==> config.mk <==
export PLATFORM = sky130hd
export DESIGN_NAME = ristretto_mem_arbiter
export DESIGN_NICKNAME = d
export VERILOG_FILES = /design/src/rtl/ristretto_mem_arb_pkg.sv /design/src/rtl/ristretto_mem_arbiter.sv
export SDC_FILE = /design/constraint.sdc
export NUM_CORES = 1
export LEC_CHECK = 0
export CORE_AREA = 2 2 107 109
export CTS_CLUSTER_DIAMETER = 50
export CTS_CLUSTER_SIZE = 24
export DETAILED_ROUTE_END_ITERATION = 12
export DIE_AREA = 0 0 109 111
export GPL_TIMING_DRIVEN = 0
export HOLD_SLACK_MARGIN = 0.03
export SLEW_MARGIN = 25
export SYNTH_ARGS = -nofsm -noshare
export SYNTH_HDL_FRONTEND = slang
export SYNTH_SLANG_ARGS = --single-unit
==> constraint.sdc <==
create_clock -name clk_i -period 6.5 [get_ports clk_i]
set_input_delay 1.95 -clock clk_i [delete_from_list [all_inputs] [get_ports clk_i]]
set_output_delay 1.95 -clock clk_i [all_outputs]
set_load 0.005 [all_outputs]
==> src/rtl/ristretto_mem_arb_pkg.sv <==
// Shared types for the fetch/LSU memory arbiter: requester ownership,
// arbiter FSM states and the arbitration priority rule.
package ristretto_mem_arb_pkg;

    typedef enum logic {
        OWN_IF  = 1'b0,
        OWN_LSU = 1'b1
    } owner_e;

    typedef enum logic [1:0] {
        ST_IDLE        = 2'd0,
        ST_WAIT_GNT    = 2'd1,
        ST_WAIT_RVALID = 2'd2
    } arb_state_e;

    // LSU has priority on a conflict unless fetch has been starved long enough.
    function automatic owner_e arb_pick(input logic if_req,
                                        input logic lsu_req,
                                        input logic starved);
        if (if_req && (!lsu_req || starved)) begin
            return OWN_IF;
        end
        return OWN_LSU;
    endfunction

endpackage

==> src/rtl/ristretto_mem_arbiter.sv <==
// Arbitrates the instruction-fetch and load/store ports onto one shared
// memory port, one transaction outstanding at a time, with anti-starvation
// for fetch and flush-based squashing of fetch responses.
module ristretto_mem_arbiter
    import ristretto_mem_arb_pkg::*;
#(
    parameter int unsigned ADDR_W     = 32,
    parameter int unsigned DATA_W     = 32,
    parameter int unsigned STARVE_MAX = 4
) (
    input  logic                clk_i,
    input  logic                rst_i,

    input  logic                if_req_i,
    input  logic [ADDR_W-1:0]   if_addr_i,
    output logic                if_gnt_o,
    output logic                if_rvalid_o,
    output logic [DATA_W-1:0]   if_rdata_o,
    input  logic                if_flush_i,

    input  logic                lsu_req_i,
    input  logic                lsu_we_i,
    input  logic [DATA_W/8-1:0] lsu_be_i,
    input  logic [ADDR_W-1:0]   lsu_addr_i,
    input  logic [DATA_W-1:0]   lsu_wdata_i,
    output logic                lsu_gnt_o,
    output logic                lsu_rvalid_o,
    output logic [DATA_W-1:0]   lsu_rdata_o,

    output logic                mem_req_o,
    output logic                mem_we_o,
    output logic [DATA_W/8-1:0] mem_be_o,
    output logic [ADDR_W-1:0]   mem_addr_o,
    output logic [DATA_W-1:0]   mem_wdata_o,
    input  logic                mem_gnt_i,
    input  logic                mem_rvalid_i,
    input  logic [DATA_W-1:0]   mem_rdata_i,

    output logic                busy_o
);

    localparam int unsigned SW = $clog2(STARVE_MAX + 1);

    arb_state_e      state;
    owner_e          owner;
    logic [SW-1:0]   starve_cnt;
    logic            kill;

    logic            any_req;
    logic            conflict;
    logic            starved;
    owner_e          winner;
    owner_e          sel;
    logic            req_phase;
    logic            rsp_fire;

    // Arbitration decision and request/response phase qualifiers.
    always_comb begin
        any_req   = if_req_i | lsu_req_i;
        conflict  = if_req_i & lsu_req_i;
        starved   = (starve_cnt == SW'(STARVE_MAX));
        winner    = arb_pick(if_req_i, lsu_req_i, starved);
        sel       = (state == ST_IDLE) ? winner : owner;
        req_phase = !rst_i && (((state == ST_IDLE) && any_req) || (state == ST_WAIT_GNT));
        rsp_fire  = !rst_i && (state == ST_WAIT_RVALID) && mem_rvalid_i;
    end

    // Forward the selected requester onto the memory port and route grants/responses back.
    always_comb begin
        mem_req_o    = req_phase;
        mem_we_o     = 1'b0;
        mem_be_o     = '0;
        mem_addr_o   = '0;
        mem_wdata_o  = '0;
        if (req_phase) begin
            if (sel == OWN_IF) begin
                mem_be_o   = '1;
                mem_addr_o = if_addr_i;
            end else begin
                mem_we_o    = lsu_we_i;
                mem_be_o    = lsu_be_i;
                mem_addr_o  = lsu_addr_i;
                mem_wdata_o = lsu_wdata_i;
            end
        end
        if_gnt_o     = req_phase && (sel == OWN_IF) && mem_gnt_i;
        lsu_gnt_o    = req_phase && (sel == OWN_LSU) && mem_gnt_i;
        // A flush on the response cycle itself squashes it as well as an earlier one.
        if_rvalid_o  = rsp_fire && (owner == OWN_IF) && !kill && !if_flush_i;
        lsu_rvalid_o = rsp_fire && (owner == OWN_LSU);
        if_rdata_o   = if_rvalid_o  ? mem_rdata_i : '0;
        lsu_rdata_o  = lsu_rvalid_o ? mem_rdata_i : '0;
        busy_o       = (state != ST_IDLE);
    end

    // Transaction FSM with owner latch, starvation counter and fetch kill flag.
    always_ff @(posedge clk_i or posedge rst_i) begin
        if (rst_i) begin
            state      <= ST_IDLE;
            owner      <= OWN_LSU;
            starve_cnt <= '0;
            kill       <= 1'b0;
        end else begin
            case (state)
                ST_IDLE: begin
                    kill <= 1'b0;
                    if (any_req) begin
                        owner <= winner;
                        if (winner == OWN_IF) begin
                            starve_cnt <= '0;
                        end else if (conflict && !starved) begin
                            starve_cnt <= starve_cnt + SW'(1);
                        end
                        state <= mem_gnt_i ? ST_WAIT_RVALID : ST_WAIT_GNT;
                    end
                end
                ST_WAIT_GNT: begin
                    if ((owner == OWN_IF) && if_flush_i) begin
                        kill <= 1'b1;
                    end
                    if (mem_gnt_i) begin
                        state <= ST_WAIT_RVALID;
                    end
                end
                ST_WAIT_RVALID: begin
                    if (mem_rvalid_i) begin
                        state <= ST_IDLE;
                        kill  <= 1'b0;
                    end else if ((owner == OWN_IF) && if_flush_i) begin
                        kill <= 1'b1;
                    end
                end
                default: begin
                    state <= ST_IDLE;
                end
            endcase
        end
    end

endmodule

After elaboration in Yosys (flattened, before gate mapping)
Cells that the tools add are included.
- register bits: 7
- bits in latches: 0
- bits in writable memories: 0
- ROM bits: 0
- logic and storage cells: 68
- memories kept: 0
- $add $sub $neg: 1
- multiply operators: 0
- divide/modulo/power cells: 0
- magnitude comparators: 0
- equality and inequality tests: 7
- shift operators: 0
- muxes and demuxes: 24
- bitwise logic cells: 4
- reductions and logical operators: 28
- operators by type and width (operator ; count):
    2-to-1 mux 32 bit ; 6
    logical AND 1 bit ; 15
    2-to-1 mux 1 bit ; 8
    2-to-1 mux 2 bit ; 4
    2-to-1 mux 4 bit ; 2
    2-to-1 mux 3 bit ; 2
    inequality test 2 bit (second input constant) ; 3
    one-hot mux 2 bit (3 select lines) ; 1
    AND reduction 3 bit ; 2
    logical NOT 1 bit ; 5
    adder 3 x 1 -> 3 bit (second input constant) ; 1
    == test 3 bit (second input constant) ; 1
    one-hot mux 1 bit (3 select lines) ; 1
    nonzero test 3 bit ; 1
    == test 2 x 1 -> 1 bit (second input constant) ; 1
    == test 2 bit (second input constant) ; 1
    logical NOT 2 bit ; 1
    logical OR 1 bit ; 2
    inequality test 2 x 1 -> 1 bit (second input constant) ; 1
    NOT 1 bit ; 2
    AND reduction 2 bit ; 1
    nonzero test 2 bit ; 1
    bitwise AND 1 bit ; 1
    bitwise OR 1 bit ; 1

Depth between registers and ports, before layout
- depth in word-level cells: 9
- mapped depth: 8
- gate-level depth less buffers: 6

Worst setup path before layout
No wires, ideal clock.
- kind: input to output
- start: input rst_i
- end: output lsu_rdata_o[22]
- arrival: 2.883 ns
- required time: 4.550 ns
- slack: 1.667 ns
- cell stages on the path: 4
- cells stage by stage: inv_1 and4_1 clkbuf_1 and2_1
- word-level cells in the longest chain between the ends: 5
- ends and longest elaborated chain (element ; line ; text):
    from (decl) ; ristretto_mem_arbiter.sv:12 ; input logic rst_i,
    logical NOT 1 bit (no line) ; - ;
    logical AND 1 bit (2 in series) ; ristretto_mem_arbiter.sv:65 ; rsp_fire = !rst_i && (state == ST_WAIT_RVALID) && mem_rvalid_i;
    logical AND 1 bit ; ristretto_mem_arbiter.sv:90 ; lsu_rvalid_o = rsp_fire && (owner == OWN_LSU);
    via lsu_rvalid_o ; ristretto_mem_arbiter.sv:27 ; output logic lsu_rvalid_o,
    2-to-1 mux 32 bit ; ristretto_mem_arbiter.sv:92 ; lsu_rdata_o = lsu_rvalid_o ? mem_rdata_i : '0;
    to (decl) ; ristretto_mem_arbiter.sv:28 ; output logic [DATA_W-1:0] lsu_rdata_o,
The timed path passes the listed nets, and every way through them passes these cells.

Worst setup path after layout
- start: input rst_i
- end: output lsu_rdata_o[22]
- word-level cells in the longest chain between the ends: 5
- ends and longest elaborated chain (element ; line):
    logical NOT 1 bit (no line) ; -
    logical AND 1 bit (2 in series) ; ristretto_mem_arbiter.sv:65
    logical AND 1 bit ; ristretto_mem_arbiter.sv:90
    2-to-1 mux 32 bit ; ristretto_mem_arbiter.sv:92
No other way between the ends.

==> metrics.yaml <==
synthesis:
  synth_cells: 303
  syn_avg_cell_area_um2: 6.96
  synthArstFlopShare_pct: 100
  synth_area_leaders: "and2_1 19%, o2111ai_1 13%, o211ai_1 11%"
  synth_edf_count: 0
  yosys_most_used_dff: "dfrtp_1"
  yosys.cell_count.top_type: "and2_1"
  synth_top_cell_by_area: "and2_1"
  synth_top_cells_by_count: "65 x and2_1, 35 x a21oi_1, 35 x and3_1"
  synth_nets: 449
  netlist_area_um2: 2110
  ys.warnings.count: 0
  synth_top_area_share_pct: 19.3
  synthDistinctLibCells: 35
  ys_seq_area_share_pct: 8.36
  synth_seq_cells: 7
floorplanning:
  die_y_um: 111
  fp.dieArea_um2: 12100
  core_area_um2: 11100
  rows: 39
  start_util_pct: 19.0
  io_pins: 279
  chipWidth_um: 109
route:
  dr.pass1.iters: 4
  dr.first_iter.drc_count: 259
  drt-total-wl_mm: 11.9
  wl_per_cell_um: 16.4
  drcViolationCount: 0
  vias_per_cell: 4.76
  via_count: 3465
  drtAntennaViolNets: 0
worst_setup_path:
  reg2reg_slack_ps: 4710
  r2r-end: "starve_cnt[2]"
  slowest_stage: "clkdlybuf4s50_1"
  arrival_ps: 4070
  critPathMaxFanout: 10
  cp_cell_sequence: "clkdlybuf4s50_1 -> inv_1 -> and4_1 -> clkbuf_1 -> and2_1 -> clkdlybuf4s50_1"
  crit_path_end_kind: "output pin"
  critical_path.max_stage_delay_ps: 500
  worstSetupStartpointType: "input port"
  path_common_cell: "clkdlybuf4s50_1"
  worst_r2r_path_depth: 8
  required_ps: 4550
  timing.rr.start: "state[0]"
  critPathKind: "in2out"
placement:
  finalWeightedCongestion: 0.884
  hpwl_mm: 9.84
  portBuffers: 277
  placed_area_um2: 5060
hold_path:
  hold_end: "starve_cnt[1]"
  worstHoldPathType: "reg2reg"
  min_from: "starve_cnt[1]"
  min_path_cells: 2
finish:
  design_area_um2: 5140
  syn_to_final_growth_pct: 144
  final_layout_size_suffix_gt1_share_pct: 7.19
  fill_cells: 1112
  layout.nets: 731
global_routing:
  grt_pass1_vias: 3377
  grt_pass1_wl_mm: 18.0
  antenna_found_initial: 1
  grt-ovfl-total: 0
  grt_max_degree: 11
  track_usage_pct: 18.2
timing:
  final.setup.tns_ps: 0
  finalSetupViolCount: 0
  timing.fmax_mhz: 166
  fin_crit_sh_pct: 92.6
  relSlewSlack_pct: 64.6
  tightest_slew_ps: 526
  fin_crit_ps: 6020
  rsz0062_at_grt: "no"
  clock_skew_ps: 1.73
  final_max_slew_viol_count: 0
  hold_violations: 0
outcome:
  status: "complete, no violations"
clocking:
  numCtsBuffers: 3
  tritoncts: "done"
  cts_root_buf: "clkbuf_16"
  numClockSinks: 7
  htreeDepth: 1
  ctsResizeCount: 0
  cts_hold_buf: 0
  cts_buffer_depth: 2
  path_clk_slew_ps: 40
  insertion_delay_ps: 230
  cts_setup_buffers: 0
power_and_ir_drop:
  ir_worst_vdd_v: 0.000114
  p_leak_nw: 1.99
  power_density_nw_per_um2: 215
job:
  drv_cap: 0
-- flip-flops by register name, indices dropped and copies added (netlist names) --
name / cells
kill: 1
owner: 1
starve_cnt: 3
state: 2
-- worst max-delay path by stage --
stage | startpoint | endpoint | slack, ps
floorplan | rst_i | lsu_rdata_o[22] | 1670
global placement | rst_i | lsu_rdata_o[18] | 470
detailed placement | rst_i | lsu_rdata_o[24] | 430
CTS | rst_i | lsu_rdata_o[24] | 420
global route | rst_i | lsu_rdata_o[24] | 240
finish | rst_i | lsu_rdata_o[22] | 480
-- critical path, delay by kind of cell --
family,cells,cell delay (ps)
buf+inv,4,1530
simple gates,2,590
-- layout by cell type, fill, tap and decap left out --
cell,netlist,routed
a21boi_4,1,1
a21o_1,1,1
a21oi_1,35,35
a22o_1,1,1
a32oi_1,1,1
and2_1,65,65
and3_1,35,35
and4_1,2,2
buf_1,3,3
buf_2,25,25
buf_4,5,5
buf_6,3,3
clkbuf_1,6,7
clkbuf_16,0,3
clkdlybuf4s50_1,0,277
dfrtp_1,6,6
dfstp_2,1,1
diode_2,0,1
ha_1,6,6
inv_1,8,8
inv_2,1,1
nand2_1,4,4
nand2b_1,3,3
nand4_1,1,1
nor2_1,4,4
nor2b_1,1,1
nor3_1,1,1
nor3b_1,2,2
o2111ai_1,32,32
o211ai_1,32,32
o21a_1,5,5
o21a_2,1,1
o21ai_0,7,7
o21ai_4,1,1
o311ai_0,1,1
o41ai_1,1,1
or2_0,1,1
or3b_2,1,1
-- through the flow --
| stage | setup WS [ps] | hold slack (ps) | total power [W] | utilization (%) | cells |
|---|---|---|---|---|---|
| 3_5_place_dp | 429 | 505 | 0.000998 | 45.7 | 723 |
| 6_report | 482 | 530 | 0.00111 | 46.4 | 728 |
| 3_3_place_gp | 473 | 496 | 0.000986 | 45.7 | 723 |
| 2_1_floorplan | 1670 | 475 | 0.000540 | - | 303 |
| 4_1_cts | 423 | 533 | 0.00111 | 46.4 | 727 |
| 5_1_grt | 241 | 557 | 0.00119 | 46.4 | 728 |
-- where the power goes --
| part | total [W] | switching, W | leakage (nW) | internal (W) |
|---|---|---|---|---|
| clock | 0.000102 | 0.0000207 | 0.0382 | 0.0000814 |
| sequential | 0.0000793 | 0.0000171 | 0.0901 | 0.0000621 |
| combinational | 0.000924 | 0.000440 | 1.86 | 0.000484 |
-- cell type report --
| class | count | area, um^2 | area share [%] |
|---|---|---|---|
| Tap cell | 143 | 179 | 3.48 |
| Multi-Input combinational cell | 245 | 1670 | 32.5 |
| Buffer | 42 | 230 | 4.48 |
| Sequential cell | 7 | 176 | 3.43 |
| Antenna cell | 1 | 2.50 | 0.0487 |
| Inverter | 9 | 33.8 | 0.657 |
| Clock buffer | 4 | 78.8 | 1.53 |
| Timing Repair Buffer | 277 | 2770 | 53.9 |
-- per-layer routing --
metal,vias to the layer above,part of all wire [%],track usage (%)
met1,1563,41,22.4
met3,18,9.7,4.64
li1,1709,-,-
met4,0,2.5,4.53
met2,175,47,31.0
met5,-,0,0
-- logic make-up after synthesis --
family | share of synthesized area (%)
AO/OA/AOI/OAI | 40.5
adder cells (fa/ha/maj) | 3.56
buffers and inverters | 12.5
AND/OR/NAND/NOR | 35.1
flip-flops | 8.36
No activity file was read; power rests on OpenSTA's default activity.
